**config.mk**
```make
export PLATFORM = sky130hd
export DESIGN_NAME = bellek_yanitlayici_flat
export DESIGN_NICKNAME = d
export VERILOG_FILES = /design/src/rtl/bellek_yanitlayici_if.sv /design/src/rtl/bellek_yanitlayici.sv /design/src/flat_wrapper.sv
export SDC_FILE = /design/constraint.sdc
export NUM_CORES = 1
export LEC_CHECK = 0
export ABC_AREA = 0
export CORE_MARGIN = 2
export CORE_UTILIZATION = 49
export DETAILED_ROUTE_END_ITERATION = 10
export PLACE_DENSITY_LB_ADDON = 0.25
export SETUP_SLACK_MARGIN = 0.15
export SYNTH_ARGS = -nofsm -noshare
export SYNTH_HDL_FRONTEND = slang
export SYNTH_SLANG_ARGS = --single-unit
```
**constraint.sdc**
```tcl
create_clock -name clk_i -period 2.6 [get_ports clk_i]
set_input_delay 0.52 -clock clk_i [delete_from_list [all_inputs] [get_ports clk_i]]
set_output_delay 0.52 -clock clk_i [all_outputs]
set_load 0.1 [all_outputs]
```
**src/rtl/bellek_yanitlayici_if.sv**
```systemverilog
// Initiator-side memory bus (iomem_*) shared between a request initiator and the
// SRAM responder; the initiator holds valid/addr/wdata/wstrb until ready pulses.
interface bellek_yanitlayici_if;
  logic        iomem_valid;
  logic        iomem_ready;
  logic [31:0] iomem_addr;
  logic [3:0]  iomem_wstrb;
  logic [31:0] iomem_wdata;
  logic [31:0] iomem_rdata;

  modport master (
    output iomem_valid, iomem_addr, iomem_wstrb, iomem_wdata,
    input  iomem_ready, iomem_rdata
  );

  modport slave (
    input  iomem_valid, iomem_addr, iomem_wstrb, iomem_wdata,
    output iomem_ready, iomem_rdata
  );
endinterface

```
**src/rtl/bellek_yanitlayici.sv**
```systemverilog
// Bus-to-SRAM responder: latches one request, waits BEKLEME cycles, performs a
// single SRAM access inside the TABAN window and answers with a one-cycle ready.
module bellek_yanitlayici #(
  parameter int unsigned BEKLEME = 2,
  parameter int unsigned ADR_W   = 12,
  parameter logic [31:0] TABAN   = 32'h4000_0000
) (
  input  logic               clk_i,
  input  logic               rst_ni,
  bellek_yanitlayici_if.slave bus,
  output logic               bellek_csb_o,
  output logic               bellek_web_o,
  output logic [3:0]         bellek_wmask_o,
  output logic [ADR_W-1:0]   bellek_addr_o,
  output logic [31:0]        bellek_din_o,
  input  logic [31:0]        bellek_dout_i,
  output logic               hata_o
);

  localparam logic [32:0] ALT = {1'b0, TABAN};
  localparam logic [32:0] UST = ALT + (33'd4 << ADR_W);
  localparam logic [31:0] NOP = 32'h0000_0013;

  typedef enum logic [2:0] {BOSTA, BEKLE, ERISIM, YAKALA, YANIT} durum_t;

  durum_t           durum;
  logic [3:0]       sayac;
  logic [ADR_W-1:0] adr_q;
  logic [31:0]      veri_q;
  logic [3:0]       strb_q;
  logic             pencere_q;

  logic [32:0]      gelen_adr;
  logic             gelen_pencere;
  logic             erisim_gir;
  logic [ADR_W-1:0] k_adr;
  logic [31:0]      k_veri;
  logic [3:0]       k_strb;
  logic             k_pencere;

  // With BEKLEME=0 the access starts on the accepting edge, so the SRAM
  // controls must come from the live bus instead of the not-yet-latched copy.
  always_comb begin
    gelen_adr     = {1'b0, bus.iomem_addr} & ~33'd3;
    gelen_pencere = (gelen_adr >= ALT) && (gelen_adr < UST);
    erisim_gir    = ((durum == BOSTA) && bus.iomem_valid && (BEKLEME == 0)) ||
                    ((durum == BEKLE) && (sayac == 4'd1));
    if (durum == BOSTA) begin
      k_adr     = bus.iomem_addr[ADR_W+1:2];
      k_veri    = bus.iomem_wdata;
      k_strb    = bus.iomem_wstrb;
      k_pencere = gelen_pencere;
    end else begin
      k_adr     = adr_q;
      k_veri    = veri_q;
      k_strb    = strb_q;
      k_pencere = pencere_q;
    end
  end

  always_ff @(posedge clk_i or negedge rst_ni) begin
    if (!rst_ni) begin
      durum           <= BOSTA;
      sayac           <= 4'd0;
      adr_q           <= '0;
      veri_q          <= 32'd0;
      strb_q          <= 4'd0;
      pencere_q       <= 1'b0;
      bus.iomem_ready <= 1'b0;
      bus.iomem_rdata <= 32'd0;
      bellek_csb_o    <= 1'b1;
      bellek_web_o    <= 1'b1;
      bellek_wmask_o  <= 4'd0;
      bellek_addr_o   <= '0;
      bellek_din_o    <= 32'd0;
      hata_o          <= 1'b0;
    end else begin
      bus.iomem_ready <= 1'b0;
      bellek_csb_o    <= 1'b1;
      bellek_web_o    <= 1'b1;

      if (erisim_gir) begin
        bellek_csb_o   <= ~k_pencere;
        bellek_web_o   <= ~(k_pencere && (k_strb != 4'd0));
        bellek_wmask_o <= k_strb;
        bellek_addr_o  <= k_adr;
        bellek_din_o   <= k_veri;
      end

      case (durum)
        BOSTA: begin
          if (bus.iomem_valid) begin
            adr_q     <= bus.iomem_addr[ADR_W+1:2];
            veri_q    <= bus.iomem_wdata;
            strb_q    <= bus.iomem_wstrb;
            pencere_q <= gelen_pencere;
            if (BEKLEME == 0) begin
              durum <= ERISIM;
            end else begin
              sayac <= 4'(BEKLEME);
              durum <= BEKLE;
            end
          end
        end
        BEKLE: begin
          sayac <= sayac - 4'd1;
          if (sayac == 4'd1) durum <= ERISIM;
        end
        ERISIM: begin
          if (!pencere_q) begin
            hata_o          <= 1'b1;
            if (strb_q == 4'd0) bus.iomem_rdata <= NOP;
            bus.iomem_ready <= 1'b1;
            durum           <= YANIT;
          end else if (strb_q == 4'd0) begin
            durum <= YAKALA;
          end else begin
            bus.iomem_ready <= 1'b1;
            durum           <= YANIT;
          end
        end
        YAKALA: begin
          bus.iomem_rdata <= bellek_dout_i;
          bus.iomem_ready <= 1'b1;
          durum           <= YANIT;
        end
        YANIT:   durum <= BOSTA;
        default: durum <= BOSTA;
      endcase
    end
  end

endmodule

```
**src/flat_wrapper.sv**
```systemverilog
// flat-port wrapper written by rule: the top's interface ports become plain ports
module bellek_yanitlayici_flat 
#(
  parameter int unsigned BEKLEME = 2,
  parameter int unsigned ADR_W   = 12,
  parameter logic [31:0] TABAN   = 32'h4000_0000
)
  (clk_i, rst_ni, bellek_csb_o, bellek_web_o, bellek_wmask_o, bellek_addr_o, bellek_din_o, bellek_dout_i, hata_o, bus_iomem_valid, bus_iomem_addr, bus_iomem_wstrb, bus_iomem_wdata, bus_iomem_ready, bus_iomem_rdata);
  bellek_yanitlayici_if bus_i ();
  input  logic clk_i;
  input  logic rst_ni;
  output logic bellek_csb_o;
  output logic bellek_web_o;
  output logic [3:0] bellek_wmask_o;
  output logic [ADR_W-1:0] bellek_addr_o;
  output logic [31:0] bellek_din_o;
  input  logic [31:0] bellek_dout_i;
  output logic hata_o;
  input wire logic [$bits(bus_i.iomem_valid)-1:0] bus_iomem_valid;
  input wire logic [$bits(bus_i.iomem_addr)-1:0] bus_iomem_addr;
  input wire logic [$bits(bus_i.iomem_wstrb)-1:0] bus_iomem_wstrb;
  input wire logic [$bits(bus_i.iomem_wdata)-1:0] bus_iomem_wdata;
  output wire logic [$bits(bus_i.iomem_ready)-1:0] bus_iomem_ready;
  output wire logic [$bits(bus_i.iomem_rdata)-1:0] bus_iomem_rdata;
  assign bus_i.iomem_valid = bus_iomem_valid;
  assign bus_i.iomem_addr = bus_iomem_addr;
  assign bus_i.iomem_wstrb = bus_iomem_wstrb;
  assign bus_i.iomem_wdata = bus_iomem_wdata;
  assign bus_iomem_ready = bus_i.iomem_ready;
  assign bus_iomem_rdata = bus_i.iomem_rdata;
  bellek_yanitlayici #(.BEKLEME(BEKLEME), .ADR_W(ADR_W), .TABAN(TABAN)) u_core (.clk_i(clk_i), .rst_ni(rst_ni), .bus(bus_i), .bellek_csb_o(bellek_csb_o), .bellek_web_o(bellek_web_o), .bellek_wmask_o(bellek_wmask_o), .bellek_addr_o(bellek_addr_o), .bellek_din_o(bellek_din_o), .bellek_dout_i(bellek_dout_i), .hata_o(hata_o));
endmodule
```
==> flow_summary_export.csv, run 1 <==
group,metric,value,unit
worst_setup_path,critical_path_class,"reg2reg",
placement,dp_hpwl,8520,µm
worst_setup_path,critPathArrivalTime,2.37,ns
placement,gp_congestion,0.763,
drt,ant_nets,0,
die,fp.dieH,110,µm
grt,grt_max_degree,62,
worst_setup_path,required,2.98,ns
min_path,min_path_type,"reg2reg",
clock_network,root_buffer,"clkbuf_8",
clock_network,cts_sinks,140,
drt,dr.pass1.iters,4,
timing,slew_violations,0,
worst_setup_path,crit_path_cell_trace,"ha_1 -> and4bb_2 -> nand2_2 -> buf_4 -> mux2_2",
timing,fin_crit_sh,76.5,%
timing,hold_violations,0,
die,start_util,50.5,%
layout,fin_nets,699,
logic_synthesis,ys_seq_elements,140,
logic_synthesis,syn_area,5500,µm²
timing,setup_violations,0,
grt,antenna_found_initial,0,
timing,hold_ws,0.488,ns
timing,fin_skew,0.00491,ns
grt,grt_use_total,21.1,%
die,dieWidth,110,µm
clock_network,clkTransAtPathRegs,0.06,ns
worst_setup_path,end_kind,"flop",
logic_synthesis,post_synth.cell_area_avg,13.6,µm²
clock_network,cts_setup_buffers,0,
status,outcome,"finished clean",
clock_network,clk_path_buf_depth,2,
worst_setup_path,worstPathMaxFanout,17,
timing,tns,0,ns
die,row_count,38,
worst_setup_path,worst_setup_path_start_kind,"flop",
layout,drive_gt1_share,37.4,%
layout,fin_cells,747,
grt,grt_pass1_wl,19300,µm
die,coreArea,10900,µm²
grt,grt_pass1_vias,3955,
logic_synthesis,yosys_warnings,0,
drt,viasPerCell,5.15,
placement,place_inst,714,
logic_synthesis,synthDistinctLibCells,37,
logic_synthesis,syn_nets,510,
timing,max_freq,0.503,GHz
placement,port_buffers,184,
layout,area_growth,43.7,%
clock_network,numCtsBuffers,17,
timing,relSlewSlack,67.4,%
drt,remaining_drc_errors,0,
logic_synthesis,synth_cells,405,
drt,vias,3846,
run,maxCapViolations,0,
drt,drt-total-wl,12200,µm
timing,tightest_slew,0.487,ns
clock_network,cts_tree,"yes",
worst_setup_path,r2r_slack,0.61,ns
layout,antenna_cells,0,
grt,grt.overflow.total,0,
drt,drtIter0Drc,238,
timing,layout_min_cycle_time,1.99,ns
logic_synthesis,seq_area_frac_synth,63.8,%
worst_setup_path,cp_slowest_cell,"dfrtp_1",
die,io_pins,187,
worst_setup_path,critPathMaxStageDelay,0.42,ns
timing,rsz0062_at_grt,"false",
clock_network,cts_max_level,4,
die,dieArea,12100,µm²
clock_network,insertion_delay,0.50,ns
drt,routedWlPerCell,16.3,µm
-- routing by layer --
metal	part of all wire, %	global-route usage (%)	up-vias
met4	1.3	7.78	0
met3	9.4	7.23	14
met2	49	35.4	151
li1	-	-	1775
met5	0	0	-
met1	40	25.2	1906
-- cell families after synthesis --
logic type	share of synthesized area, %
flops	63.8
mux	19.8
simple gates	8.10
compound gates	4.35
buf+inv	3.30
fa+ha+maj	0.455
xor+xnor	0.159
-- what timing repair did --
action	4_1_cts	5_1_grt
hold buffers	1	0
hold endpoints to repair	49	0
resized for setup	0	0
-- worst max-delay path: cells and delay by family (launching register included) --
kind	cells	cell delay [ns]
buf+inv	1	0.27
fa+ha+maj	1	0.20
flops	1	0.42
simple gates	2	0.63
mux	1	0.35
-- path summary, 6_finish.rpt --
check / start / endpoint / cells past startpoint
worst max-delay path: u_core.sayac[0]$_DFFE_PN0P_ / u_core.bellek_din_o[5]$_DFFE_PN0P_ / 5
worst min-delay path: u_core.hata_o$_DFFE_PN0P_ / u_core.hata_o$_DFFE_PN0P_ / 2
worst max register to register: u_core.sayac[0]$_DFFE_PN0P_ / u_core.bellek_din_o[5]$_DFFE_PN0P_ / 5
worst min register to register: u_core.hata_o$_DFFE_PN0P_ / u_core.hata_o$_DFFE_PN0P_ / 2
max in group asynchronous: rst_ni / u_core.veri_q[8]$_DFFE_PN0P_ / 3
min in group asynchronous: rst_ni / u_core.bus.iomem_rdata[13]$_DFFE_PN0P_ / 2
-- flip-flops by register name (all words and copies together) (netlist names), 3 cells and up --
name,flops
u_core.sayac,4
u_core.bellek_din_o,32
u_core.bellek_wmask_o,4
u_core.veri_q,32
u_core.strb_q,4
u_core.durum,3
u_core.bellek_addr_o,12
u_core.adr_q,12
u_core.bus.iomem_rdata,32
-- Yosys cell counts --
| master | count | area share (%) |
|---|---|---|
| dfrtp_1 | 138 | 63 |
| mux2_2 | 96 | 20 |
| nand2_1 | 60 | 4.1 |
| o21ai_0 | 32 | 2.9 |
| buf_4 | 6 | 0.82 |
| inv_1 | 6 | 0.41 |
| buf_6 | 5 | 1.0 |
| clkbuf_1 | 5 | 0.34 |
| nand2b_1 | 5 | 0.57 |
| clkbuf_2 | 4 | 0.36 |
| nor4_1 | 4 | 0.46 |
| a21oi_1 | 3 | 0.27 |
| buf_2 | 3 | 0.27 |
| nand3_1 | 3 | 0.27 |
| nor2_1 | 3 | 0.20 |
| o22a_1 | 3 | 0.48 |
| a31oi_1 | 2 | 0.23 |
| dfstp_2 | 2 | 0.96 |
| ha_1 | 2 | 0.46 |
| nand3b_1 | 2 | 0.27 |
| nor3_1 | 2 | 0.18 |
| nor4b_1 | 2 | 0.32 |
| o22ai_1 | 2 | 0.23 |
| or3_1 | 2 | 0.23 |
| and2_1 | 1 | 0.11 |
| and3b_1 | 1 | 0.16 |
| and4bb_2 | 1 | 0.23 |
| buf_1 | 1 | 0.068 |
| mux2i_1 | 1 | 0.18 |
| nand2_2 | 1 | 0.11 |
| nand4_1 | 1 | 0.11 |
| nor3b_2 | 1 | 0.23 |
| nor4_4 | 1 | 0.39 |
| o21ai_1 | 1 | 0.091 |
| o31ai_1 | 1 | 0.14 |
| or3b_1 | 1 | 0.16 |
| xnor2_1 | 1 | 0.16 |
-- layout make-up --
class                      instances  area, µm²
inverter                           6       22.5
clock buffer                      20        435
multi-input combinational        235       1820
tap                              140        175
fill                             751       2990
clock inverter                    12        194
sequential                       140       3510
timing repair buffer             194       1750
-- placed cells by master, fill, tap and decap left out, types with 2 or more instances in the layout --
cell type / instances
buf_12: 3
clkbuf_16: 16
nand2_1: 60
inv_1: 6
clkbuf_8: 2
nor4_1: 4
ha_1: 2
clkinvlp_4: 2
nand3b_1: 2
clkinv_2: 4
o22a_1: 3
o21ai_0: 32
a31oi_1: 2
o22ai_1: 2
nor3_1: 2
bufinv_16: 5
buf_4: 90
mux2_2: 96
clkbuf_1: 2
dfstp_2: 2
nand2b_1: 5
a21oi_1: 3
or3_1: 2
nand3_1: 3
dfrtp_1: 138
nor2_1: 3
clkdlybuf4s50_1: 99
-- through the flow --
step,utilization (%),setup WS [ns],area [µm²]
2_1_floorplan,-,0.981,5500
3_3_place_gp,66.7,0.462,7260
3_5_place_dp,66.7,0.437,7260
4_1_cts,72.5,0.584,7900
5_1_grt,72.5,0.515,7900
6_report,72.5,0.612,7900
Power of run 1 is left out: the tool's default activity adds up to more than one toggle a clock period on the data nets, which glitch-free logic cannot reach.
==> run 2: changes to the inputs <==
--- a/config.mk
+++ b/config.mk
@@ -7,7 +7,7 @@
 export LEC_CHECK = 0
 export ABC_AREA = 0
 export CORE_MARGIN = 2
-export CORE_UTILIZATION = 49
+export CORE_UTILIZATION = 41
 export DETAILED_ROUTE_END_ITERATION = 10
 export PLACE_DENSITY_LB_ADDON = 0.25
 export SETUP_SLACK_MARGIN = 0.15
==> constraint.sdc (replaced) <==
create_clock -name clk_i -period 1.6 [get_ports clk_i]
set_input_delay 0.32 -clock clk_i [delete_from_list [all_inputs] [get_ports clk_i]]
set_output_delay 0.32 -clock clk_i [all_outputs]
set_load 0.1 [all_outputs]
==> flow_summary_export.csv, run 2 (synthesized netlist as in run 1, its figures left out) <==
group,metric,value,unit
status,outcome,"finished, violations left",
status,failed_checks,"setup timing",
layout,drive_gt1_share,46.3,%
placement,place_inst,763,
drt,ant_nets,0,
clock_network,insertion_delay,0.42,ns
timing,slew_violations,0,
run,maxCapViolations,0,
drt,vias,4066,
layout,antenna_cells,0,
worst_setup_path,worst_setup_path_start_kind,"flop",
placement,gp_congestion,0.726,
clock_network,clk_path_buf_depth,2,
grt,grt_max_degree,52,
drt,remaining_drc_errors,0,
placement,port_buffers,184,
timing,fin_skew,0.00971,ns
layout,area_growth,78.8,%
worst_setup_path,critPathArrivalTime,1.92,ns
worst_setup_path,ff2ff_path_depth,6,
timing,fin_crit_sh,102,%
worst_setup_path,critical_path_class,"reg2reg",
timing,fin_ws,-0.0241,ns
layout,postLayoutCoreUtil,74.5,%
die,dieArea,14300,µm²
timing,relSlewSlack,77.0,%
timing,setup_violations,26,
grt,grt_use_total,20.7,%
timing,layout_min_cycle_time,1.62,ns
worst_setup_path,reg2reg_to,"u_core.bellek_din_o[29]$_DFFE_PN0P_",
timing,tightest_slew,0.341,ns
worst_setup_path,worstPathMaxFanout,10,
die,dieWidth,120,µm
worst_setup_path,end_kind,"flop",
die,fp.dieH,120,µm
placement,pre_cts_slack,-0.341,ns
drt,dr.pass1.iters,6,
grt,grt_pass1_vias,4303,
die,start_util,41.7,%
clock_network,cts_sinks,140,
worst_setup_path,r2r_slack,-0.02,ns
clock_network,numCtsBuffers,17,
die,io_pins,187,
drt,drtIter0Drc,202,
worst_setup_path,timing.rr.start,"u_core.sayac[1]$_DFFE_PN0P_",
drt,viasPerCell,4.97,
layout,nFillCells,812,
layout,layout_commonest_cell,"dfrtp_1",
grt,antenna_found_initial,0,
placement,dp_hpwl,9180,µm
die,coreArea,13200,µm²
grt,grt_pass1_wl,22700,µm
layout,postLayoutCellArea,9830,µm²
drt,routedWlPerCell,18.4,µm
layout,layout_common_cells,"dfrtp_1, clkdlybuf4s50_1, buf_12, nand2_1, mux2_2",
clock_network,cts_tree,"yes",
clock_network,root_buffer,"clkbuf_16",
layout,fin_cells,818,
drt,drt-total-wl,15100,µm
die,row_count,42,
layout,top_regs,"u_core.bellek_din_o x32, u_core.bus.iomem_rdata x32, u_core.veri_q x32",
min_path,min_path_type,"in2async",
timing,hold_violations,0,
worst_setup_path,timing.critical_path.from,"u_core.sayac[1]$_DFFE_PN0P_",
worst_setup_path,required,1.89,ns
clock_network,cts_max_level,4,
grt,grt.overflow.total,0,
placement,place_area,8550,µm²
timing,rsz0062_at_grt,"true",
layout,fin_nets,735,
timing,max_freq,0.616,GHz
clock_network,clkTransAtPathRegs,0.06,ns
run 2: cell types whose count changed in the layout (fill, tap and decap cells not counted), sizes merged:
cell / previous run / this run
clkbuf: 20 / 28
buf: 94 / 126
bufinv: 5 / 0
run 2: critical path, cell delays in order (launching register included):
cell and delay (ns):
dfrtp_1 0.39, inv_2 0.08, ha_4 0.13, and4bb_4 0.30, nand2_8 0.12, buf_12 0.19, mux2_2 0.28
run 2: layout make-up:
cell class	count	area [µm²]	share of cell area (%)
Timing Repair Buffer	230	3380	34.4
Clock inverter	7	40.0	0.407
Sequential cell	140	3510	35.7
Multi-Input combinational cell	235	2160	22.0
Tap cell	176	220	2.24
Clock buffer	24	492	5.00
Inverter	6	22.5	0.229
run 2: worst max-delay path by stage:
stage	slack [ns]	endpoint
global route	-0.06	u_core.bellek_din_o[29]$_DFFE_PN0P_
CTS	-0.001	u_core.bellek_din_o[9]$_DFFE_PN0P_
finish	-0.02	u_core.bellek_din_o[29]$_DFFE_PN0P_
detailed placement	-0.34	u_core.veri_q[23]$_DFFE_PN0P_
floorplan	0.07	u_core.bellek_addr_o[0]$_DFFE_PN0P_
global placement	-0.29	u_core.veri_q[13]$_DFFE_PN0P_
run 2: per-stage QoR:
step / hold WS [ns] / TNS [ns]
6_report: 0.311 / -0.250
4_1_cts: 0.305 / -0.00192
2_1_floorplan: 0.0244 / 0
3_3_place_gp: 0.170 / -12.78
3_5_place_dp: 0.170 / -15.44
5_1_grt: 0.325 / -2.71
run 2: layer usage:
layer	share of wire [%]	global-route usage, %
met5	0	0
met4	0.95	6.69
met2	51	34.2
met3	6.7	7.18
met1	41	25.6
run 2: repair_timing:
item | 4_1_cts | 5_1_grt
setup endpoints to repair | 133 | 135
endpoints found under the hold margin | 15 | 0
pin swaps | 3 | 29
buffers inserted | 7 | 5
gates cloned | 6 | 5
hold buffers | 1 | 0
gates resized for setup | 63 | 71
Power of run 2 is left out for the same reason.
==> run 3: changes to the inputs <==
--- a/config.mk
+++ b/config.mk
@@ -8,6 +8,7 @@
 export ABC_AREA = 0
 export CORE_MARGIN = 2
 export CORE_UTILIZATION = 41
+export CTS_CLUSTER_DIAMETER = 40
 export DETAILED_ROUTE_END_ITERATION = 10
 export PLACE_DENSITY_LB_ADDON = 0.25
 export SETUP_SLACK_MARGIN = 0.15
==> results of run 3 <==
Same layout as run 2: the final DEF is identical, and so are final timing and power.
Power of run 3 is left out for the same reason.
